## src/rtl/medidor_frequencia.sv

```systemverilog
// medidor_frequencia: counts rising edges of an asynchronous signal over a
// fixed gate window. The result is an 8-bit value that saturates at 255 and
// feeds the 3-digit 7-segment display driver.
module medidor_frequencia #(
    parameter int GATE_CYCLES = 50000000,
    parameter int GATE_W      = 26
) (
    input  logic       clock,
    input  logic       reset,
    input  logic       habilita,
    input  logic       sinal,
    output logic [7:0] numero,
    output logic       pronto,
    output logic       estouro,
    output logic       medindo
);

    typedef enum logic [1:0] {
        OCIOSO   = 2'd0,
        MEDINDO  = 2'd1,
        ATUALIZA = 2'd2
    } state_t;

    localparam logic [GATE_W-1:0] GATE_LAST = GATE_W'(GATE_CYCLES - 1);

    state_t            state;
    state_t            next_state;
    logic              sync_a;
    logic              sync_b;
    logic              sinal_prev;
    logic              edge_det;
    logic [GATE_W-1:0] gate_cnt;
    logic              gate_last;
    logic [7:0]        edge_cnt;
    logic              overflow;
    logic [7:0]        cnt_next;
    logic              ovf_next;
    logic              medindo_next;
    logic              pronto_next;

    // Saturating increment: holds at 255 once the count is full.
    function automatic logic [7:0] sat_inc(input logic [7:0] val, input logic inc);
        if (inc && (val != 8'hFF)) begin
            return val + 8'd1;
        end
        return val;
    endfunction

    // Overflow sets when an edge arrives while the count is already full.
    function automatic logic ovf_update(input logic [7:0] val, input logic inc,
                                        input logic ovf);
        return ovf | (inc & (val == 8'hFF));
    endfunction

    // Two-flop synchronizer plus previous-value register; runs in every state.
    always_ff @(posedge clock) begin
        if (reset) begin
            sync_a     <= 1'b0;
            sync_b     <= 1'b0;
            sinal_prev <= 1'b0;
        end else begin
            sync_a     <= sinal;
            sync_b     <= sync_a;
            sinal_prev <= sync_b;
        end
    end

    assign edge_det  = sync_b & ~sinal_prev;
    assign gate_last = (gate_cnt == GATE_LAST);
    assign cnt_next  = sat_inc(edge_cnt, edge_det);
    assign ovf_next  = ovf_update(edge_cnt, edge_det, overflow);

    // State register.
    always_ff @(posedge clock) begin
        if (reset) begin
            state <= OCIOSO;
        end else begin
            state <= next_state;
        end
    end

    // Next-state logic; dropping habilita aborts even on the final gate cycle.
    always_comb begin
        next_state = state;
        case (state)
            OCIOSO: begin
                if (habilita) next_state = MEDINDO;
            end
            MEDINDO: begin
                if (!habilita)      next_state = OCIOSO;
                else if (gate_last) next_state = ATUALIZA;
            end
            ATUALIZA: begin
                next_state = habilita ? MEDINDO : OCIOSO;
            end
            default: next_state = OCIOSO;
        endcase
    end

    // Output decode, evaluated one cycle ahead so the outputs can be registered.
    always_comb begin
        medindo_next = (next_state == MEDINDO);
        pronto_next  = (next_state == ATUALIZA);
    end

    // Gate and edge counters: cleared outside MEDINDO so every window starts at zero.
    always_ff @(posedge clock) begin
        if (reset) begin
            gate_cnt <= '0;
            edge_cnt <= '0;
            overflow <= 1'b0;
        end else if (state == MEDINDO) begin
            gate_cnt <= gate_cnt + GATE_W'(1);
            edge_cnt <= cnt_next;
            overflow <= ovf_next;
        end else begin
            gate_cnt <= '0;
            edge_cnt <= '0;
            overflow <= 1'b0;
        end
    end

    // Registered outputs; the result is latched on the same edge that enters ATUALIZA,
    // including any edge detected in the final gate cycle.
    always_ff @(posedge clock) begin
        if (reset) begin
            numero  <= 8'd0;
            estouro <= 1'b0;
            pronto  <= 1'b0;
            medindo <= 1'b0;
        end else begin
            medindo <= medindo_next;
            pronto  <= pronto_next;
            if (pronto_next) begin
                numero  <= cnt_next;
                estouro <= ovf_next;
            end
        end
    end

endmodule

```

## config.mk

```make
export PLATFORM = sky130hd
export DESIGN_NAME = medidor_frequencia
export DESIGN_NICKNAME = d
export VERILOG_FILES = /design/src/rtl/medidor_frequencia.sv
export SDC_FILE = /design/constraint.sdc
export NUM_CORES = 1
export LEC_CHECK = 0
export CELL_PAD_IN_SITES_DETAIL_PLACEMENT = 0
export CELL_PAD_IN_SITES_GLOBAL_PLACEMENT = 2
export CORE_ASPECT_RATIO = 1.2
export CORE_MARGIN = 2
export CORE_UTILIZATION = 40
export DETAILED_ROUTE_END_ITERATION = 7
export GPL_TIMING_DRIVEN = 1
export PLACE_DENSITY_LB_ADDON = 0.1
export SLEW_MARGIN = 20
export SYNTH_ARGS = -nofsm -noshare
export SYNTH_HDL_FRONTEND = slang
export SYNTH_SLANG_ARGS = --single-unit
export TNS_END_PERCENT = 50
```

## constraint.sdc

```tcl
create_clock -name clock -period 5.2 [get_ports clock]
set_input_delay 0.52 -clock clock [delete_from_list [all_inputs] [get_ports clock]]
set_output_delay 0.52 -clock clock [all_outputs]
set_load 0.005 [all_outputs]
```

==> results.md <==
- Endpoints failing setup: 0
- DIE AREA: 6740 µm²
- Synthesized flop and latch total: 51
- Final estimated routing congestion in global placement: 0.790
- Initial antenna violation count: 0
- Post-synth EDFFs: 0
- Grt total ovfl: 0
- Routed WL: 5500 µm
- RSZ-0062 raised after global routing: no
- Xor and xnor fraction of the mapped netlist area: 0.0431
- Max Cap Viol: 0
- Via Count: 1958
- Cell Area, Placed: 2610 µm²
- Share of cells above drive strength 1: 0.0761
- Post-synthesis adder-cell area fraction: 0.0103
- Mapped Cells: 267
- Post-CTS Hold Buffers: 0
- P&R area growth vs syn: 11.2%
- Post-CTS setup buffer count: 0
- Final ANT Viol Nets: 0
- Htree depth: 2
- Final Non-Filler Cells: 358
- CTS tree: done
- Tot Pwr: 0.000671 W
- YS warnings: 0
- Post-synthesis compound-gate area fraction: 0.150
- Leak: 0.896 nW
- Clock root buffer: clkbuf_8
- Nets: 281
- Post-Syn Nets: 273
- N_diodes: 0
- Max layer used: met4
- Initial core utilization: 0.408
- Ys flop type: dfxtp_1
- Highest clock rate: 0.428 GHz
- Biggest area consumer among synthesized cells: dfxtp_1
- Power Dens Cells: 247 nW/µm²
- Mux cell area share after synthesis: 0.0334
- Status: completed
- Pre-antenna DRT Iters: 4
- Avg Inst Size Synth: 9.13 µm²
- Slowest CP cell: or4_1
- Slew margin rel.: 0.621
- # fillers: 621
- Finished Core Util: 0.454
- Count of buffers from port buffering: 14
- Cells after DPL: 350
- DRC Markers: 0
- Synthesized area: 2440 µm²
- Clock sinks: 51
- Clock Path Buffers: 2
- Synth async-reset ratio: 0
- Worst path cell trace: ha_1 -> and3_1 -> nand4_1 -> or4_1 -> a21oi_1
- Largest net degree at the start of global routing: 31
- Clk pin slew, worst setup/hold paths: 100 ps
- Worst slew pin tran: 567 ps
- Final Hold Fails: 0
- Synth Area in Simple Gates: 0.299
- Routed met1 length: 2480 µm
- DRT iter0 DRCs: 97
- Yosys cell types: 53
- Met3 Wirelength: 124 µm
- Wire length per cell: 15.4 µm
- Max-slew violation count: 0
- Row count: 31
- Num ports: 15
- Combinational family with the most area after synthesis: simple AND/OR/NAND/NOR gates
- Yosys top cell area share: 0.419
- Max VDD drop: 103 µV
- Top post-synthesis cells by area: dfxtp_1 (42%), a21oi_1 (3.5%), nand3_1 (2.9%), nor2_1 (2.8%), nand2_1 (2.6%)
- Setup TNS: 0 ps
- First-pass GRT wire length: 8830 µm
- Die X: 75.3 µm
- PostCTS Resize Cnt: 0
- Skew final: 13.5 ps
- Post-DP HPWL: 3980 µm
- Setup CP Type: register to register
- Routed length on met2: 2770 µm
- Core area: 5970 µm²
- Highest fanout seen on the critical path: 11
- Vias in the first global route: 1783
- Final Cycle Share: 0.449
- Fin area: 2710 µm²
- CP endpoint kind: register
- Slowest stage delay, CP: 600 ps
- CTS Buf Count: 5
- Critical Path Start Type: register
- Tot GR Track Use: 0.177
- Worst endpoint required time: 5460 ps
- Seq/Total Area, Yosys: 0.419
- Chip height: 89.5 µm
- Min-delay worst type: register to register
- Via/cell ratio: 5.47
- Clk_lat worst skew: 320 ps
- Critical path data arrival time: 2590 ps
- Minimum clock period: 2340 ps
## layout make-up
cell class / instances / area, µm² / area share
clock buffer: 7 / 96.3 / 0.0355
sequential: 51 / 1020 / 0.377
clock inverter: 1 / 7.51 / 0.00277
multi-input combinational: 194 / 1310 / 0.482
inverter: 8 / 30.0 / 0.0111
tap: 82 / 103 / 0.0378
timing repair buffer: 15 / 148 / 0.0545
## cell families after synthesis
family,after synthesis
AND/OR/NAND/NOR,119
multiplexers,7
XOR/XNOR,12
adder cells (fa/ha/maj),2
AO/OA/AOI/OAI,54
flip-flops,51
buffers and inverters,22
## Yosys cell counts (all sizes together), types with 3 or more instances
cell,n
mux2,3
nor2b,7
nor3,6
nor4,3
mux2i,4
o211ai,5
and3,6
nand3,14
buf,7
o21ai,8
a21oi,17
o31ai,6
o211a,4
xnor2,5
and2,5
inv,7
dfxtp,51
or4,6
nand2b,3
xor2,7
nand4,11
nor2,18
clkbuf,7
and4,6
or3,8
nand2,18
## metal layers
layer | global-route usage | up-vias
met5 | 0 | -
met4 | 0.0797 | 0
met3 | 0.0406 | 9
met2 | 0.301 | 20
met1 | 0.210 | 924
li1 | - | 1005
## per-stage QoR
step | setup WS, ps | hold WS [ps]
after floorplan | 3290 | 414
after global placement | 2680 | 421
after global routing | 2660 | 467
after CTS | 2840 | 454
final | 2860 | 452
after detailed placement | 2640 | 430
## report_power, final
group          internal (W)  leakage, nW  switching (W)  total [W]
clock network      0.000121       0.0505       0.000140   0.000261
logic            0.00000526        0.434      0.0000103  0.0000156
registers          0.000392        0.412     0.00000173   0.000394
## worst max-delay path, delay by kind of cell (launching register included)
| kind | cells | cell delay, ps |
|---|---|---|
| simple gates | 3 | 1500 |
| flops | 1 | 390 |
| fa+ha+maj | 1 | 230 |
| compound gates | 1 | 140 |
## cells in the final DEF, fill, tap and decap left out, drive strengths merged, types with 2 or more instances in the layout
cell type	instances
nand2	18
nor4	3
ha	2
xor2	7
nor3	6
o31ai	6
mux2	3
nand4	11
a211oi	2
and4b	2
clkbuf	7
nand3	14
a21oi	17
dfxtp	51
nand4b	2
and2	5
nor2b	7
nor2	18
o21a	2
o2111ai	2
xnor2	5
mux2i	4
and4	6
inv	7
nand2b	3
o21ai	8
o32ai	2
o211a	4
clkdlybuf4s50	14
or4	6
o211ai	5
or3	8
and3	6
## path summary, 6_finish.rpt
check,from,to,slack [ps],cells after the start
hold reg to reg,sync_a,sync_b,450,1
setup reg to reg,gate_cnt[0],gate_cnt[24],2860,5
setup / recovery,gate_cnt[0],gate_cnt[24],2860,5
hold / removal,sync_a,sync_b,450,1
## flip-flops by register name, indices dropped and copies added, names as in the netlist, 2 cells and up
signal	count
numero	8
gate_cnt	26
state	2
edge_cnt	8
(Power assumes the default switching activity.)
